$ cat src/rtl/seg7_pkg.sv
// Segment patterns for a {g,f,e,d,c,b,a} display, stored active-high.
// Polarity is applied once, at the output register of the scanner.
package seg7_pkg;

    localparam logic [6:0] SEG_0     = 7'h3F;
    localparam logic [6:0] SEG_1     = 7'h06;
    localparam logic [6:0] SEG_2     = 7'h5B;
    localparam logic [6:0] SEG_3     = 7'h4F;
    localparam logic [6:0] SEG_4     = 7'h66;
    localparam logic [6:0] SEG_5     = 7'h6D;
    localparam logic [6:0] SEG_6     = 7'h7D;
    localparam logic [6:0] SEG_7     = 7'h07;
    localparam logic [6:0] SEG_8     = 7'h7F;
    localparam logic [6:0] SEG_9     = 7'h6F;
    localparam logic [6:0] SEG_DASH  = 7'h40;
    localparam logic [6:0] SEG_BLANK = 7'h00;

    function automatic logic [6:0] apply_polarity(input logic [6:0] pattern, input bit active_low);
        return active_low ? ~pattern : pattern;
    endfunction

endpackage

$ cat src/rtl/bcd_to_7seg.sv
// Combinational BCD to 7-segment decoder; non-decimal codes show a dash.
module bcd_to_7seg
    import seg7_pkg::*;
(
    input  logic [3:0] code,
    output logic [6:0] pattern
);

    always_comb begin
        case (code)
            4'd0:    pattern = SEG_0;
            4'd1:    pattern = SEG_1;
            4'd2:    pattern = SEG_2;
            4'd3:    pattern = SEG_3;
            4'd4:    pattern = SEG_4;
            4'd5:    pattern = SEG_5;
            4'd6:    pattern = SEG_6;
            4'd7:    pattern = SEG_7;
            4'd8:    pattern = SEG_8;
            4'd9:    pattern = SEG_9;
            default: pattern = SEG_DASH;
        endcase
    end

endmodule

$ cat src/rtl/bcd_display_scanner.sv
// Time-multiplexed 7-segment scanner: snapshots the digits once per frame
// and lights one digit at a time, with optional leading-zero blanking.
module bcd_display_scanner
    import seg7_pkg::*;
#(
    parameter int NUM_DIGITS  = 4,
    parameter int REFRESH_DIV = 50000,
    parameter bit ACTIVE_LOW  = 1
) (
    input  logic                      clk,
    input  logic                      reset,
    input  logic                      enable,
    input  logic [4*NUM_DIGITS-1:0]   digits_in,
    input  logic [NUM_DIGITS-1:0]     dp_in,
    input  logic                      blank_lz,
    output logic [6:0]                seg,
    output logic                      dp,
    output logic [NUM_DIGITS-1:0]     an,
    output logic                      frame_done
);

    localparam int CW = (REFRESH_DIV > 1) ? $clog2(REFRESH_DIV) : 1;
    localparam int IW = $clog2(NUM_DIGITS);
    localparam logic [CW-1:0] CNT_LAST = CW'(REFRESH_DIV - 1);
    localparam logic [IW-1:0] IDX_LAST = IW'(NUM_DIGITS - 1);
    localparam logic [6:0] SEG_OFF = ACTIVE_LOW ? 7'h7F : 7'h00;
    localparam logic [NUM_DIGITS-1:0] AN_OFF = ACTIVE_LOW ? {NUM_DIGITS{1'b1}} : {NUM_DIGITS{1'b0}};
    localparam logic DP_OFF = ACTIVE_LOW;

    logic [CW-1:0]            cnt;
    logic [IW-1:0]            idx;
    logic [4*NUM_DIGITS-1:0]  snap;
    logic [NUM_DIGITS-1:0]    dp_snap;
    logic                     tick;
    logic                     last_digit;
    logic [NUM_DIGITS-1:0]    lz_blank;
    logic [3:0]               cur_code;
    logic                     cur_dp;
    logic                     cur_blank;
    logic [6:0]               cur_pattern;
    logic [6:0]               shown_pattern;
    logic [NUM_DIGITS-1:0]    cur_an;

    assign tick       = (cnt == CNT_LAST);
    assign last_digit = (idx == IDX_LAST);

    // While disabled the snapshot tracks the inputs, so the first frame after
    // enable shows what was present on the last disabled cycle.
    always_ff @(posedge clk or posedge reset) begin
        if (reset) begin
            cnt        <= '0;
            idx        <= '0;
            snap       <= '0;
            dp_snap    <= '0;
            frame_done <= 1'b0;
        end else if (!enable) begin
            cnt        <= '0;
            idx        <= '0;
            snap       <= digits_in;
            dp_snap    <= dp_in;
            frame_done <= 1'b0;
        end else begin
            cnt        <= tick ? '0 : cnt + CW'(1);
            frame_done <= tick && last_digit;
            if (tick) begin
                idx <= last_digit ? '0 : idx + IW'(1);
                if (last_digit) begin
                    snap    <= digits_in;
                    dp_snap <= dp_in;
                end
            end
        end
    end

    // Walk from the most significant digit down; a digit is a leading zero
    // while every digit above it (and itself) is zero. Digit 0 always shows.
    always_comb begin
        logic upper_zero;
        upper_zero = 1'b1;
        lz_blank   = '0;
        for (int k = NUM_DIGITS - 1; k >= 0; k--) begin
            upper_zero  = upper_zero && (snap[4*k +: 4] == 4'd0);
            lz_blank[k] = upper_zero && (k != 0);
        end
    end

    always_comb begin
        cur_code  = '0;
        cur_dp    = 1'b0;
        cur_blank = 1'b0;
        for (int k = 0; k < NUM_DIGITS; k++) begin
            if (idx == IW'(k)) begin
                cur_code  = snap[4*k +: 4];
                cur_dp    = dp_snap[k];
                cur_blank = lz_blank[k];
            end
        end
    end

    bcd_to_7seg u_decode (
        .code    (cur_code),
        .pattern (cur_pattern)
    );

    assign shown_pattern = (blank_lz && cur_blank) ? SEG_BLANK : cur_pattern;
    assign cur_an        = NUM_DIGITS'(1) << idx;

    // Output registers add one cycle of latency, so each digit stays lit for
    // exactly REFRESH_DIV cycles starting one cycle after idx selects it.
    always_ff @(posedge clk or posedge reset) begin
        if (reset) begin
            seg <= SEG_OFF;
            dp  <= DP_OFF;
            an  <= AN_OFF;
        end else if (!enable) begin
            seg <= SEG_OFF;
            dp  <= DP_OFF;
            an  <= AN_OFF;
        end else begin
            seg <= apply_polarity(shown_pattern, ACTIVE_LOW);
            dp  <= ACTIVE_LOW ? ~cur_dp : cur_dp;
            an  <= ACTIVE_LOW ? ~cur_an : cur_an;
        end
    end

endmodule

$ cat config.mk
export PLATFORM = sky130hd
export DESIGN_NAME = bcd_display_scanner
export DESIGN_NICKNAME = d
export VERILOG_FILES = /design/src/rtl/seg7_pkg.sv /design/src/rtl/bcd_to_7seg.sv /design/src/rtl/bcd_display_scanner.sv
export SDC_FILE = /design/constraint.sdc
export NUM_CORES = 1
export LEC_CHECK = 0
export CORE_ASPECT_RATIO = 1.1
export CORE_MARGIN = 4
export CORE_UTILIZATION = 45
export DETAILED_ROUTE_END_ITERATION = 8
export PLACE_DENSITY = 0.77
export SYNTH_ARGS = -nofsm -noshare
export SYNTH_HDL_FRONTEND = slang
export SYNTH_HIERARCHICAL = 1
export SYNTH_SLANG_ARGS = --single-unit
export TNS_END_PERCENT = 10
$ cat constraint.sdc
create_clock -name clk -period 3.77 [get_ports clk]
set_clock_uncertainty 0.1 [all_clocks]
set_input_delay 0.377 -clock clk [delete_from_list [all_inputs] [get_ports clk]]
set_output_delay 0.377 -clock clk [all_outputs]
set_load 0.01 [all_outputs]
==> results of run 1 <==
[critical path, stage by stage (launching register included)]
cell	delay (ns)
dfrtp_1	0.41
inv_1	0.08
ha_1	0.30
nand3b_1	0.20
a21oi_1	0.15
a21oi_1	0.05
o21ai_0	0.77
o21ai_0	0.20
o31a_1	0.15
o211ai_1	0.09
[area by class of cell]
type                       count  area, µm²  area share (%)
sequential                    51       1290            41.3
multi-input combinational    159       1190            38.2
tap                           75       93.8            3.00
inverter                      12       45.0            1.44
clock buffer                   6       82.6            2.64
timing repair buffer          39        383            12.3
clock inverter                 2       35.0            1.12
[metal layers]
| metal | vias to the layer above | track usage, % | wire [µm] |
|---|---|---|---|
| met4 | 0 | 5.22 | 70 |
| li1 | 883 | - | - |
| met5 | - | 0 | 0 |
| met1 | 901 | 18.5 | 2090 |
| met2 | 22 | 27.5 | 2500 |
| met3 | 6 | 3.50 | 155 |
[kinds of logic (layout without fill, tap and decap cells)]
family | Yosys count | in the layout | synth area share, %
DFF | 51 | 51 | 49.3
and+or+nand+nor | 78 | 78 | 17.1
xor gates and xnor gates | 15 | 15 | 5.02
AOI/OAI and AO/OA | 33 | 33 | 8.84
buffers and inverters | 24 | 59 | 5.07
adders and majority gates | 11 | 11 | 5.26
muxes | 22 | 22 | 9.42
[sequential cells by signal (all words and copies together) (netlist names)]
signal      cells
frame_done      1
dp_snap         4
an              4
seg             7
idx             2
dp              1
snap           16
cnt            16
[power by group]
group / internal [mW] / switching [mW] / leakage [nW] / total [mW]
logic: 0.0900 / 0.0712 / 0.575 / 0.161
registers: 0.588 / 0.0220 / 0.622 / 0.610
clock network: 0.215 / 0.173 / 0.0612 / 0.388
total: 0.892 / 0.266 / 1.26 / 1.16
[cell usage in the layout (no fill, tap or decap), drive strengths merged, types with 2 or more instances in the layout]
cell           instances
a21o                   3
a21oi                  8
buf                    3
clkbuf                 6
clkdlybuf4s50         36
dfrtp                 39
dfstp                 12
ha                    11
inv                   12
mux2                  21
nand2                 17
nand2b                 3
nand3                  4
nand3b                 3
nand4                  6
nor2                  17
nor2b                  6
nor3                   4
nor4                   9
o211ai                 7
o21ai                  6
o22ai                  3
or4                    2
xnor2                 10
xor2                   5
[how the worst min path moves through the flow]
stage / start / to / slack [ns] / cells past startpoint
after floorplan: dp_snap[0] / dp_snap[0] / 0.36 / 1
after detailed placement: dp_snap[3] / dp_snap[3] / 0.39 / 1
final: dp_snap[3] / dp_snap[3] / 0.42 / 1
after global placement: dp_snap[3] / dp_snap[3] / 0.39 / 1
after global routing: dp_snap[3] / dp_snap[3] / 0.43 / 1
after CTS: dp_snap[3] / dp_snap[3] / 0.41 / 1
[per-stage QoR]
| stage | setup WS (ns) | utilization (%) | hold slack (ns) |
|---|---|---|---|
| finish | 1.18 | 56.8 | 0.416 |
| global route | 0.854 | 56.8 | 0.429 |
| CTS | 1.19 | 56.8 | 0.414 |
| global placement | 1.30 | 54.7 | 0.386 |
| detailed placement | 1.21 | 54.7 | 0.393 |
| floorplan | 0.953 | - | 0.359 |
==> out/results.ini, run 1 <==
[run_status]
status=complete, no violations

[finish]
area_growth_pct=19.4
fin_nets=303
final_layout_size_suffix_gt1_share_pct=18.6
instances_no_fill=344
design_area_mm2=0.00312
fillers=473
n_antenna_cell=0

[setup_path]
reg2reg_from=idx[1]
cp-endpoint=seg[5]
cp_max_fo=11
cp-startpoint=idx[1]
r2r_setup_slack_ns=1.18
worstSetupPathType=reg -> reg
r2r-end=seg[5]
required_ns=3.89
setup.worst_path.start_class=flip-flop
worstPathArrival_ns=2.71
cp-end-kind=flip-flop
reg2regPathDepth=9

[clock_network]
cts_setup_buffers=0
cts-root-buf=clkbuf_8
cts_tree=built
clk_path_buf_depth=2
cts.repair.resized=0
htree_num_levels=2
ctsHoldBuffers=0
cts_inserted_buffers=5
cts_sinks=51
clk_pin_slew_ns=0.09
clk_latency_ns=0.30

[timing]
hold_viol=0
tightest_slew_ns=1.00
rsz0062_at_grt=no
finalSetupViolCount=0
setup_tns_ns=0
period_share_pct=68.6
min_period_ns=2.59
drv_slew=0
max_freq_ghz=0.387
relSlewSlack_pct=33.1

[grt]
grt.overflow.total=0
grt_max_degree=52
grt_antenna_before_repair=0
grt_pass1_vias=1833
grt_use_total_pct=15.5
grt_pass1_wl_um=8600

[synth]
synthTopCellsByArea=dfrtp_1 37%, dfstp_2 12%, mux2_2 8.2%, ha_1 5.3%, xnor2_1 3.3%
synth_most_common_cell=dfrtp_1
synth_top_area_share_pct=37.3
syn_area_per_cell_um2=11.2
synth_ff_type=dfrtp_1
synth_enable_flop_cells=0
synth_area_leader_cell=dfrtp_1
yosysUniqueCellTypes=47
yosysWarnings=6
synth-async-reset-ratio_pct=100
synth_area_mm2=0.00262
synthesis.nets=269
synth_common_cells=39 x dfrtp_1, 19 x mux2_2, 17 x nand2_1, 17 x nor2_1
synthCells=234
ys_ff_latch=51
yosysSeqAreaShare_pct=49.3

[route]
routed_via_density=5.27
via_count=1812
drc_errors=0
ant_nets=0
routedWlPerCell_um=14.0
first_iter_violations=81
dr.pass1.iters=4
finalWirelength_um=4820

[power]
p_total_mw=1.16
leakage_nw=1.26
ir_drop_v=0.000211
powerDensity_mw_per_mm2=371

[flow_run]
max-cap-violations=0

[placement]
placedCellCount=336
place_congestion=0.866
portBuffers=36
dpl_cell_area_mm2=0.00301
hpwl_um=3570

[floorplanning]
ios=37
die-area_mm2=0.00710
num_rows=28
die_h_um=88.0
start_util_pct=47.6
die_x_um=80.7
core_area_mm2=0.00550

[min_path]
worstHoldPathType=reg -> reg

Note: power is estimated with default switching activity, not from simulation.
==> run 2: changes to the inputs <==
==> constraint.sdc (replaced) <==
create_clock -name clk -period 2.6 [get_ports clk]
set_clock_uncertainty 0.1 [all_clocks]
set_input_delay 0.26 -clock clk [delete_from_list [all_inputs] [get_ports clk]]
set_output_delay 0.26 -clock clk [all_outputs]
set_load 0.01 [all_outputs]
==> run 2 against run 1 <==
Effect of this change: final cell count is 1.5% higher; clock power is 66% higher; worst hold slack worse by 0.28 ns; power is 53% higher; utilization is 1.3 points higher; die area stayed put; setup slack worse by 0.93 ns.
==> out/results.ini, run 2 (same netlist as run 1, synthesis figures left out) <==
[power]
intPower_mw=1.37
combPwrFrac_pct=13.7
switchingPower_mw=0.400
leakage_nw=1.29
powerDensity_mw_per_mm2=555
ir_drop_v=0.000300
swShare_pct=22.5
p_seq_share_pct=49.9
clockPowerShare_pct=36.4

[timing]
max_freq_ghz=0.426
rsz0062_at_grt=no
finalSetupViolCount=0
timing.hold.ws_ns=0.139
setup_tns_ns=0
drv_slew=0
relSlewSlack_pct=60.9
tightest_slew_ns=0.586
hold_viol=0
period_share_pct=90.3
min_period_ns=2.35

[flow_run]
max-cap-violations=0

[finish]
reg_top3=cnt: 16 flops, snap: 16 flops, seg: 7 flops
fillers=466
final_cell_mix=39 x dfrtp_1, 36 x clkdlybuf4s50_1, 19 x mux2_2, 17 x nor2_1, 17 x nand2_1
n_antenna_cell=0
fin_nets=308
area_growth_pct=22.1
layout_commonest_cell=dfrtp_1
final_layout_size_suffix_gt1_share_pct=20.4

[route]
first_iter_violations=52
routedWlPerCell_um=14.3
via_count=1796
dr.pass1.iters=4
drc_errors=0
finalWirelength_um=5000
ant_nets=0
routed_via_density=5.15

[clock_network]
cts_setup_buffers=0
clk_path_buf_depth=2
cts_sinks=51
cts-root-buf=clkbuf_8
clk_latency_ns=0.31
clk_pin_slew_ns=0.10
cts_tree=built
cts_inserted_buffers=5
htree_num_levels=2

[setup_path]
setup.worst_path.start_class=flip-flop
required_ns=2.72
crit_chain=inv_1 > ha_2 > buf_4 > nand2_1 > a21oi_1 > a21oi_1 > o21ai_1 > inv_1 > ha_1 > mux2_2 > o22ai_1 > o211ai_1
slowest_delay_ns=0.42
reg2regPathDepth=12
worstSetupPathType=reg -> reg
worstPathArrival_ns=2.47
crit_slowest_cell=dfrtp_1
cp_max_fo=7
cp-end-kind=flip-flop

[floorplanning]
die_h_um=88.0
core_area_mm2=0.00550
num_rows=28
die_x_um=80.7
ios=37
die-area_mm2=0.00710
start_util_pct=47.6

[min_path]
worstHoldPathType=in -> async

[grt]
grt_antenna_before_repair=0
grt.overflow.total=0
grt_pass1_wl_um=8670
grt_use_total_pct=15.9
grt_pass1_vias=1859
grt_max_degree=22

[placement]
portBuffers=36
hpwl_um=3730
place_congestion=0.902

[run_status]
status=complete, no violations

run 2: final cells by class:
type / instances / area, µm² / area share [%]
clock buffers: 5 / 68.8 / 2.15
clock inverters: 3 / 67.6 / 2.11
inverters: 12 / 45.0 / 1.41
multi-input cells: 159 / 1200 / 37.4
flip-flops and latches: 51 / 1290 / 40.4
well taps: 75 / 93.8 / 2.94
repair buffers: 44 / 433 / 13.5
run 2: power by group through the flow:
stage	sequential, mW	combinational [mW]	clock, mW
after floorplan	0.897	0.148	0
after global placement	0.899	0.240	0
final	0.885	0.242	0.645
after global routing	0.892	0.270	0.699
after detailed placement	0.900	0.245	0
after CTS	0.886	0.246	0.662
run 2: per-stage QoR:
| step | worst slack, ns | total power, mW | area [µm²] | std cells | utilization (%) |
|---|---|---|---|---|---|
| after global routing | 0.0501 | 1.86 | 3200 | 349 | 58.1 |
| final | 0.252 | 1.77 | 3200 | 349 | 58.1 |
| after detailed placement | 0.137 | 1.15 | 3060 | 341 | 55.6 |
| after global placement | 0.263 | 1.14 | 3060 | 341 | 55.6 |
| after CTS | 0.101 | 1.79 | 3190 | 349 | 58.1 |
| after floorplan | 0.0202 | 1.04 | 2620 | 234 | - |
run 2: what timing repair did:
item / CTS / global route
gates resized for setup: 0 / 2
setup endpoints to repair: 0 / 4
hold buffers: 0 / 0
endpoints found under the hold margin: 0 / 0
run 2: final timing paths:
| path | start | end | slack (ns) |
|---|---|---|---|
| worst max-delay path | idx[1] | seg[3] | 0.25 |
| worst min-delay path | reset | snap[13] | 0.14 |
| worst max register to register | idx[1] | seg[3] | 0.25 |
| worst min register to register | cnt[0] | cnt[0] | 0.42 |
| max in group asynchronous | reset | an[2] | 1.63 |
| min in group clk | cnt[0] | cnt[0] | 0.42 |
run 2: critical path, delay by kind of cell (launching register included):
| kind | cells | cell delay [ns] |
|---|---|---|
| flip-flops | 1 | 0.42 |
| adder cells (fa/ha/maj) | 2 | 0.42 |
| buffers and inverters | 3 | 0.35 |
| multiplexers | 1 | 0.27 |
| AO/OA/AOI/OAI | 5 | 0.65 |
| AND/OR/NAND/NOR | 1 | 0.05 |
run 2: per-layer routing:
layer	vias up	wire length, µm	global-route usage [%]
met1	867	2090	18.4
met5	-	0	0
met2	34	2630	28.9
li1	888	-	-
met4	0	49	3.69
met3	7	240	4.63
==> run 3: changes to the inputs <==
==> constraint.sdc (replaced) <==
create_clock -name clk -period 2.9 [get_ports clk]
set_clock_uncertainty 0.1 [all_clocks]
set_input_delay 0.29 -clock clk [delete_from_list [all_inputs] [get_ports clk]]
set_output_delay 0.29 -clock clk [all_outputs]
set_load 0.05 [all_outputs]
==> run 3 against run 2 <==
Effect of this change: maximum frequency fell by 7.3%; worst hold slack better by 0.22 ns; design area down 1.5%; non-clock buffer count fell by 2; largest power group unchanged.
==> out/results.ini, run 3 (same netlist as run 1, synthesis figures left out) <==
[run_status]
status=complete, no violations

[route]
via_count=1805
dr.pass1.iters=4
finalWirelength_um=4890
first_iter_violations=73
ant_nets=0
drc_errors=0
routedWlPerCell_um=14.1
routed_via_density=5.20

[clock_network]
cts.repair.resized=0
cts-root-buf=clkbuf_8
cts_inserted_buffers=5
ctsHoldBuffers=0
clk_path_buf_depth=2
clk_pin_slew_ns=0.09
cts_tree=built
cts_sinks=51
cts_setup_buffers=0
htree_num_levels=2
clk_latency_ns=0.30

[setup_path]
cp_max_fo=11
slowest_delay_ns=0.43
crit_family=compound AO/OA/AOI/OAI gates
r2r-end=seg[5]
setup.worst_path.start_class=flip-flop
path_buf_inv=1
cp-endpoint=seg[5]
crit_chain=ha_1 > nand3b_1 > a21oi_1 > a21oi_1 > o21ai_0 > inv_1 > ha_1 > nor2b_1 > o31a_1 > o211ai_1
worstSetupPathType=reg -> reg
reg2regPathDepth=10
cp.depth=10
crit_slowest_cell=dfrtp_1
cp-startpoint=idx[0]
required_ns=3.02
r2r_setup_slack_ns=0.37
worstPathArrival_ns=2.66
reg2reg_from=idx[0]
cp-end-kind=flip-flop

[timing]
hold_viol=0
tightest_slew_ns=0.629
period_share_pct=87.4
finalSetupViolCount=0
setup_ws_ns=0.367
relSlewSlack_pct=58.1
drv_slew=0
rsz0062_at_grt=no
min_period_ns=2.53
setup_tns_ns=0
max_freq_ghz=0.395
timing.hold.ws_ns=0.357

[power]
switchingPower_mw=0.384
intPower_mw=1.16
clockPowerShare_pct=32.3
ir_drop_v=0.000241
combPwrFrac_pct=16.5
leakage_nw=1.27
powerDensity_mw_per_mm2=492
p_seq_share_pct=51.3
p_total_mw=1.55
swShare_pct=24.8

[finish]
design_area_mm2=0.00315
final_cell_mix=39 x dfrtp_1, 36 x clkdlybuf4s50_1, 19 x mux2_2, 17 x nor2_1, 17 x nand2_1
reg_top3=cnt: 16 flops, snap: 16 flops, seg: 7 flops
fillers=495
final_util_pct=57.2
seqCellArea_mm2=0.00129
final_layout_size_suffix_gt1_share_pct=19.5
fin_nets=306
multi_input_area_mm2=0.00119
instances_no_fill=347
layout_commonest_cell=dfrtp_1
n_antenna_cell=0
area_growth_pct=20.2

[placement]
place_congestion=0.874
hpwl_um=3610
portBuffers=36
dp_slack_ns=0.358
dpl_cell_area_mm2=0.00303
placedCellCount=339

[flow_run]
max-cap-violations=0

[grt]
grt_antenna_before_repair=0
grt.overflow.total=0
grt_use_total_pct=15.1
grt_pass1_vias=1847
grt_pass1_wl_um=8400
grt_max_degree=52

[floorplanning]
num_rows=28
ios=37
core_area_mm2=0.00550
die_x_um=80.7
start_util_pct=47.6
die_h_um=88.0
die-area_mm2=0.00710

[min_path]
worstHoldPathType=in -> async

-- run 3: changes by cell type in the layout (fill, tap and decap cells not counted), sizes merged --
cell,delta
clkinv,+1
clkinvlp,-1
buf,-2
clkbuf,+1
bufinv,-1
-- run 3: worst reg2reg max path, stage by stage, from the launching register on --
cell,delay [ns]
dfrtp_1,0.43
ha_1,0.33
nand3b_1,0.20
a21oi_1,0.15
a21oi_1,0.05
o21ai_0,0.35
inv_1,0.17
ha_1,0.24
nor2b_1,0.13
o31a_1,0.24
o211ai_1,0.09
-- run 3: area by class of cell --
class                           instances  area share, %
Sequential cell                        51           41.0
Multi-Input combinational cell        159           37.9
Timing Repair Buffer                   42           12.9
Tap cell                               75           2.98
Clock buffer                            6           2.62
Inverter                               12           1.43
Clock inverter                          2           1.11
-- run 3: how the worst min path moves through the flow --
stage	from	endpoint	slack [ns]	cells past startpoint
global route	reset	snap[12]	0.42	3
finish	reset	snap[12]	0.36	3
floorplan	dp_in[0]	dp_snap[0]	0.32	1
CTS	reset	snap[12]	0.39	3
detailed placement	dp_snap[3]	dp_snap[3]	0.40	1
global placement	dp_snap[3]	dp_snap[3]	0.38	1
-- run 3: routing by layer --
layer	part of all wire (%)	global-route usage (%)	up-vias
li1	-	-	891
met3	3.4	3.50	7
met2	52	27.6	29
met1	44	17.7	878
met5	0	0	-
met4	1.2	4.15	0
-- run 3: power by group through the flow --
stage / Combinational (mW) / Clock, mW / Sequential (mW)
2_1_floorplan: 0.132 / 0 / 0.845
3_3_place_gp: 0.251 / 0 / 0.807
3_5_place_dp: 0.258 / 0 / 0.808
4_1_cts: 0.259 / 0.519 / 0.794
5_1_grt: 0.278 / 0.548 / 0.800
6_report: 0.255 / 0.499 / 0.793
